$ cat src/rtl/rx_capture_mem_if.sv
// APB3 slave bus bundle for the capture memory register window.
interface rx_capture_mem_if;
  logic [31:0] paddr;
  logic        psel;
  logic        penable;
  logic        pwrite;
  logic [31:0] pwdata;
  logic [31:0] prdata;
  logic        pready;
  logic        pslverr;

  modport master (
    output paddr, psel, penable, pwrite, pwdata,
    input  prdata, pready, pslverr
  );

  modport slave (
    input  paddr, psel, penable, pwrite, pwdata,
    output prdata, pready, pslverr
  );
endinterface

$ cat src/rtl/rx_capture_mem.sv
// SPI receive capture buffer: APB-armed capture of LEN+1 12-bit words into a
// RAM that is then read back over APB.
module rx_capture_mem #(
  parameter int unsigned DEPTH = 128
) (
  input  logic              clk,
  input  logic              rstn,
  rx_capture_mem_if.slave   APB_S_0,
  output logic              RecSPIen,
  input  logic              rec_valid,
  input  logic [11:0]       data_from_SPI
);

  localparam int unsigned AW = $clog2(DEPTH);

  typedef enum logic [1:0] {IDLE, CAPTURE, DONE} state_t;

  state_t        state, state_nxt;
  logic [AW-1:0] count, count_nxt;
  logic [AW-1:0] len;
  logic          done, done_nxt;
  logic          overflow, overflow_nxt;
  logic          mem_we;
  logic          pready_q;
  logic [11:0]   rd_word;
  logic [31:0]   rdata;
  logic [11:0]   mem [DEPTH];

  logic [9:0] addr;
  logic       access, apb_wr, rd_en;
  logic       ctrl_wr, len_wr, start, abort;

  assign addr    = APB_S_0.paddr[9:0];
  assign access  = APB_S_0.psel && APB_S_0.penable;
  assign apb_wr  = access && APB_S_0.pwrite && pready_q;
  assign rd_en   = access && !pready_q && addr[9];
  assign ctrl_wr = apb_wr && (addr == 10'h000);
  assign len_wr  = apb_wr && (addr == 10'h004);
  // Abort outranks start when both control bits are written together.
  assign abort   = ctrl_wr && APB_S_0.pwdata[1];
  assign start   = ctrl_wr && APB_S_0.pwdata[0] && !APB_S_0.pwdata[1];

  logic unused_bits;
  assign unused_bits = &{1'b0, APB_S_0.paddr[31:10], APB_S_0.paddr[1:0],
                         APB_S_0.pwdata[31:AW]};

  always_ff @(posedge clk or negedge rstn) begin
    if (!rstn) begin
      state    <= IDLE;
      count    <= '0;
      done     <= 1'b0;
      overflow <= 1'b0;
      len      <= '1;
      pready_q <= 1'b0;
    end else begin
      state    <= state_nxt;
      count    <= count_nxt;
      done     <= done_nxt;
      overflow <= overflow_nxt;
      pready_q <= access && !pready_q;
      if (len_wr) len <= APB_S_0.pwdata[AW-1:0];
    end
  end

  always_comb begin
    state_nxt    = state;
    count_nxt    = count;
    done_nxt     = done;
    overflow_nxt = overflow;
    mem_we       = 1'b0;
    if (rec_valid && state != CAPTURE) overflow_nxt = 1'b1;
    if (abort) begin
      state_nxt = IDLE;
      done_nxt  = 1'b0;
    end else if (start) begin
      state_nxt    = CAPTURE;
      count_nxt    = '0;
      done_nxt     = 1'b0;
      overflow_nxt = 1'b0;
    end else if (state == CAPTURE && rec_valid) begin
      mem_we    = 1'b1;
      count_nxt = count + 1'b1;
      // Live LEN compare: a LEN below count lets count wrap round to it.
      if (count == len) begin
        state_nxt = DONE;
        done_nxt  = 1'b1;
      end
    end
  end

  always_ff @(posedge clk) begin
    if (mem_we) mem[count] <= data_from_SPI;
    if (rd_en)  rd_word    <= mem[APB_S_0.paddr[2 +: AW]];
  end

  always_comb begin
    rdata = '0;
    if (pready_q) begin
      if (addr[9]) begin
        rdata = {20'b0, rd_word};
      end else begin
        case (addr)
          10'h004: rdata = {25'b0, 7'(len)};
          10'h008: rdata = {15'b0, overflow, 1'b0, 7'(count), 6'b0, done,
                            state == CAPTURE};
          default: rdata = '0;
        endcase
      end
    end
  end

  assign APB_S_0.prdata  = rdata;
  assign APB_S_0.pready  = pready_q;
  assign APB_S_0.pslverr = 1'b0;
  assign RecSPIen        = (state == CAPTURE);

endmodule

$ cat src/flat_wrapper.sv
// flat-port wrapper written by rule: the top's interface ports become plain ports
module rx_capture_mem_flat 
#(
  parameter int unsigned DEPTH = 128
)
  (clk, rstn, RecSPIen, rec_valid, data_from_SPI, APB_S_0_paddr, APB_S_0_psel, APB_S_0_penable, APB_S_0_pwrite, APB_S_0_pwdata, APB_S_0_prdata, APB_S_0_pready, APB_S_0_pslverr);
  rx_capture_mem_if APB_S_0_i ();
  input  logic clk;
  input  logic rstn;
  output logic RecSPIen;
  input  logic rec_valid;
  input  logic [11:0] data_from_SPI;
  input wire logic [$bits(APB_S_0_i.paddr)-1:0] APB_S_0_paddr;
  input wire logic [$bits(APB_S_0_i.psel)-1:0] APB_S_0_psel;
  input wire logic [$bits(APB_S_0_i.penable)-1:0] APB_S_0_penable;
  input wire logic [$bits(APB_S_0_i.pwrite)-1:0] APB_S_0_pwrite;
  input wire logic [$bits(APB_S_0_i.pwdata)-1:0] APB_S_0_pwdata;
  output wire logic [$bits(APB_S_0_i.prdata)-1:0] APB_S_0_prdata;
  output wire logic [$bits(APB_S_0_i.pready)-1:0] APB_S_0_pready;
  output wire logic [$bits(APB_S_0_i.pslverr)-1:0] APB_S_0_pslverr;
  assign APB_S_0_i.paddr = APB_S_0_paddr;
  assign APB_S_0_i.psel = APB_S_0_psel;
  assign APB_S_0_i.penable = APB_S_0_penable;
  assign APB_S_0_i.pwrite = APB_S_0_pwrite;
  assign APB_S_0_i.pwdata = APB_S_0_pwdata;
  assign APB_S_0_prdata = APB_S_0_i.prdata;
  assign APB_S_0_pready = APB_S_0_i.pready;
  assign APB_S_0_pslverr = APB_S_0_i.pslverr;
  rx_capture_mem #(.DEPTH(DEPTH)) u_core (.clk(clk), .rstn(rstn), .APB_S_0(APB_S_0_i), .RecSPIen(RecSPIen), .rec_valid(rec_valid), .data_from_SPI(data_from_SPI));
endmodule
$ cat config.mk
export PLATFORM = sky130hd
export DESIGN_NAME = rx_capture_mem_flat
export DESIGN_NICKNAME = d
export VERILOG_FILES = /design/src/rtl/rx_capture_mem_if.sv /design/src/rtl/rx_capture_mem.sv /design/src/flat_wrapper.sv
export SDC_FILE = /design/constraint.sdc
export NUM_CORES = 2
export LEC_CHECK = 0
export BUFFER_PORTS_ARGS = -buffer_cell sky130_fd_sc_hd__buf_2
export CORE_MARGIN = 2
export CORE_UTILIZATION = 40
export CTS_BUF_LIST = sky130_fd_sc_hd__clkbuf_8
export DETAILED_ROUTE_END_ITERATION = 10
export HOLD_SLACK_MARGIN = 0.1
export PLACE_DENSITY_LB_ADDON = 0.3
export SYNTH_ARGS = -nofsm -noshare
export SYNTH_HDL_FRONTEND = slang
export SYNTH_SLANG_ARGS = --single-unit
$ cat constraint.sdc
create_clock -name clk -period 2.8 [get_ports clk]
set_input_delay 0.56 -clock clk [delete_from_list [all_inputs] [get_ports clk]]
set_output_delay 0.56 -clock clk [all_outputs]
set_load 0.02 [all_outputs]
==> impl_metrics.yaml <==
power_and_ir_drop:
  comb_power_share: 0.058
  power.share.clock: 0.382
  power.density_nw_per_um2: 628
  switchingPower_w: 0.0104
  leakage_nw: 24.3
  peakVddDrop_v: 0.000491
  internal_power_w: 0.0356
  power_frac_seq: 0.560
  swShare: 0.226
drt:
  drt_iter0_drc: 3087
  wire_per_inst_um: 26.8
  vias_per_cell: 5.43
  dr.pass1.iters: 5
  ant_nets: 0
  drt-total-wl_mm: 155
  drc: 0
  vias: 31512
place:
  port-buffer-count: 52
  placed_area_um2: 68400
  hpwl_mm: 99.9
  gp_congestion: 0.854
  dp_cells: 5337
status:
  violations: "setup timing"
  status: "finished, violations left"
global_route:
  grt_pass1_vias: 32344
  grt_pass1_wl_mm: 225
  antenna_found_initial: 5
  grt_overflow: 0
  grt_max_degree: 129
  grt_usage: 0.199
synthesis:
  postSynthCellCount: 2993
  yosys.area.top_type_share: 0.761
  async_flop_share: 0.0115
  synth_area_leaders: "edfxtp_1 (76%), mux4_2 (11%), mux2i_1 (3.6%)"
  yosys.area.top_type: "edfxtp_1"
  synth_area_um2: 61100
  synth_commonest_cells: "edfxtp_1 (1548), mux4_2 (300), mux2i_1 (218), nor2_1 (177), clkbuf_1 (87)"
  ys_warn_count: 0
  yosys.cell_count.top_type: "edfxtp_1"
  synth-seq-area-share: 0.769
  syn_area_per_cell_um2: 20.4
  synth_edf_count: 1548
  ys_types: 53
  synth_flop_cell: "edfxtp_1"
  ys_seq_elements: 1566
sta:
  fin_worst_skew_ps: 66.4
  slew_headroom: 0.345
  fin_ws_ps: -107
  finalCriticalPeriod_ps: 2910
  tns_ps: -382
  tightest_slew_ps: 981
  fmax_mhz: 344
  period_share: 1.04
  hold_viol: 0
  setup_viol: 7
  rsz0062_at_grt: "true"
  maxSlewViolCount: 0
  fin_hold_ws_ps: 217
die:
  start_util: 0.403
  die_w_um: 395
  die-area_um2: 156000
  fp-row-count: 143
  fp.coreArea_um2: 152000
  dieHeight_um: 395
  io_pins: 117
critical_path:
  slowest_stage: "or4_4"
  crit_path_start_kind: "primary input"
  critPathTopFamily: "simple AND/OR/NAND/NOR gates"
  r2r-start: "u_core.done"
  required_ps: 2240
  critical_path.max_fanout: 3
  r2r_end: "u_core.mem[109][9]"
  cp_num_buf_inv: 3
  critical_path_class: "in -> out"
  reg2reg_depth: 7
  path_common_cell: "buf_6"
  path_cells: "buf_6, or4_4, nor4_4, and2_1, a222oi_1, nor2b_1, buf_4, buf_6"
  reg2reg_slack_ps: 100
  startpoint: "APB_S_0_paddr[8]"
  cp.depth: 8
  cpPeakStageDelay_ps: 630
  cp-end-kind: "output port"
  cp_data_arrival_time_ps: 2350
worst_hold_path:
  hp-start: "data_from_SPI[3]"
  min_path_type: "in -> reg"
  holdPathStages: 2
  min_to: "u_core.mem[95][3]"
layout:
  fill_cells: 12528
  seq_area_um2: 46900
  stdcell_area_um2: 73300
  multi_input_area_um2: 13500
  layout.nets: 3664
  drive_above_1_share: 0.320
  syn2layout_area_growth_pct: 20.0
  instances_no_fill: 5799
cts:
  clk_latency_ps: 980
  cts-root-buf: "clkbuf_8"
  path_clk_slew_ps: 60
  cts_tree: "yes"
  clkSinkCount: 1566
  clockBufferDepth: 3
  cts_buffers: 237
  htreeDepth: 4
flow_run:
  cap_viol_max_count: 0
-- metal layers --
layer  GRT usage  vias up  share of wire
li1            -    13564              -
met1       0.272    16573           0.42
met2       0.323     1130           0.49
met3      0.0346      245          0.062
met4      0.0686        0          0.029
met5           0        -              0
-- power groups by stage --
stage | Clock [W] | Sequential, W | Combinational, W
final | 0.0176 | 0.0258 | 0.00267
after global routing | 0.0190 | 0.0258 | 0.00281
after CTS | 0.0180 | 0.0258 | 0.00268
after detailed placement | 0 | 0.0263 | 0.00264
after global placement | 0 | 0.0263 | 0.00260
after floorplan | 0 | 0.0263 | 0.00121
-- worst max path at each step --
stage | endpoint | slack, ps
after global placement | u_core.mem[7][6] | -420
after CTS | APB_S_0_prdata[0] | -140
after detailed placement | u_core.rd_word[2] | -430
final | APB_S_0_prdata[1] | -110
after global routing | APB_S_0_prdata[1] | -140
after floorplan | u_core.mem[45][0] | -160
-- flip-flops by register name (all words and copies together) (netlist names) --
register / count
u_core.mem: 1536
u_core.rd_word: 12
u_core.count: 7
u_core.len: 7
u_core.APB_S_0.pready: 1
u_core.done: 1
u_core.overflow: 1
u_core.state: 1
-- cells in the final DEF (no fill, tap or decap), types with 14 or more instances in the layout --
master	instances
clkbuf_8	237
nor2_1	133
buf_12	146
dlygate4sd3_1	30
buf_6	14
mux4_2	300
inv_1	73
clkinv_2	33
nand3_1	26
nor2b_1	50
a22oi_1	48
buf_2	25
edfxtp_1	1548
nor3_1	16
mux2i_1	218
nor2_2	43
o41ai_1	15
mux2_2	37
clkinv_1	59
o22ai_1	32
a211oi_1	36
and3_1	14
nand2_1	60
a21oi_1	30
a22o_1	17
buf_4	307
conb_1	17
o21ai_0	15
nor4_1	16
-- cells by family (layout without fill, tap and decap cells) --
group,after synthesis,in the layout,synth area share
compound gates,256,256,0.0304
xor+xnor,7,7,0.00100
fa+ha+maj,1,1,0.000205
buf+inv,197,951,0.0144
flops,1566,1566,0.769
mux,557,557,0.154
other cells,1,23,0.0000614
simple gates,408,408,0.0317
-- cell type report --
cell class	count	share of cell area
Clock inverter	184	0.0151
Multi-Input combinational cell	1246	0.185
Clock buffer	237	0.0445
Timing Repair Buffer	525	0.0799
Antenna cell	6	0.000205
Sequential cell	1566	0.641
Tap cell	2030	0.0347
Inverter	5	0.000256
-- what timing repair did --
item | CTS | global route
hold buffers | 30 | 0
setup buffers | 5 | 4
cloned | 0 | 0
resized for setup | 53 | 9
pin swaps | 7 | 5
endpoints found under the hold margin | 247 | 0
setup endpoints to repair | 48 | 88
-- stage by stage --
stage               worst slack, ps  utilization  power [W]
floorplan                      -161            -     0.0275
global placement               -421        0.451     0.0289
detailed placement             -428        0.451     0.0289
CTS                            -135        0.483     0.0464
global route                   -141        0.483     0.0475
finish                         -107        0.483     0.0460
Note: power is estimated with default switching activity, not from simulation.
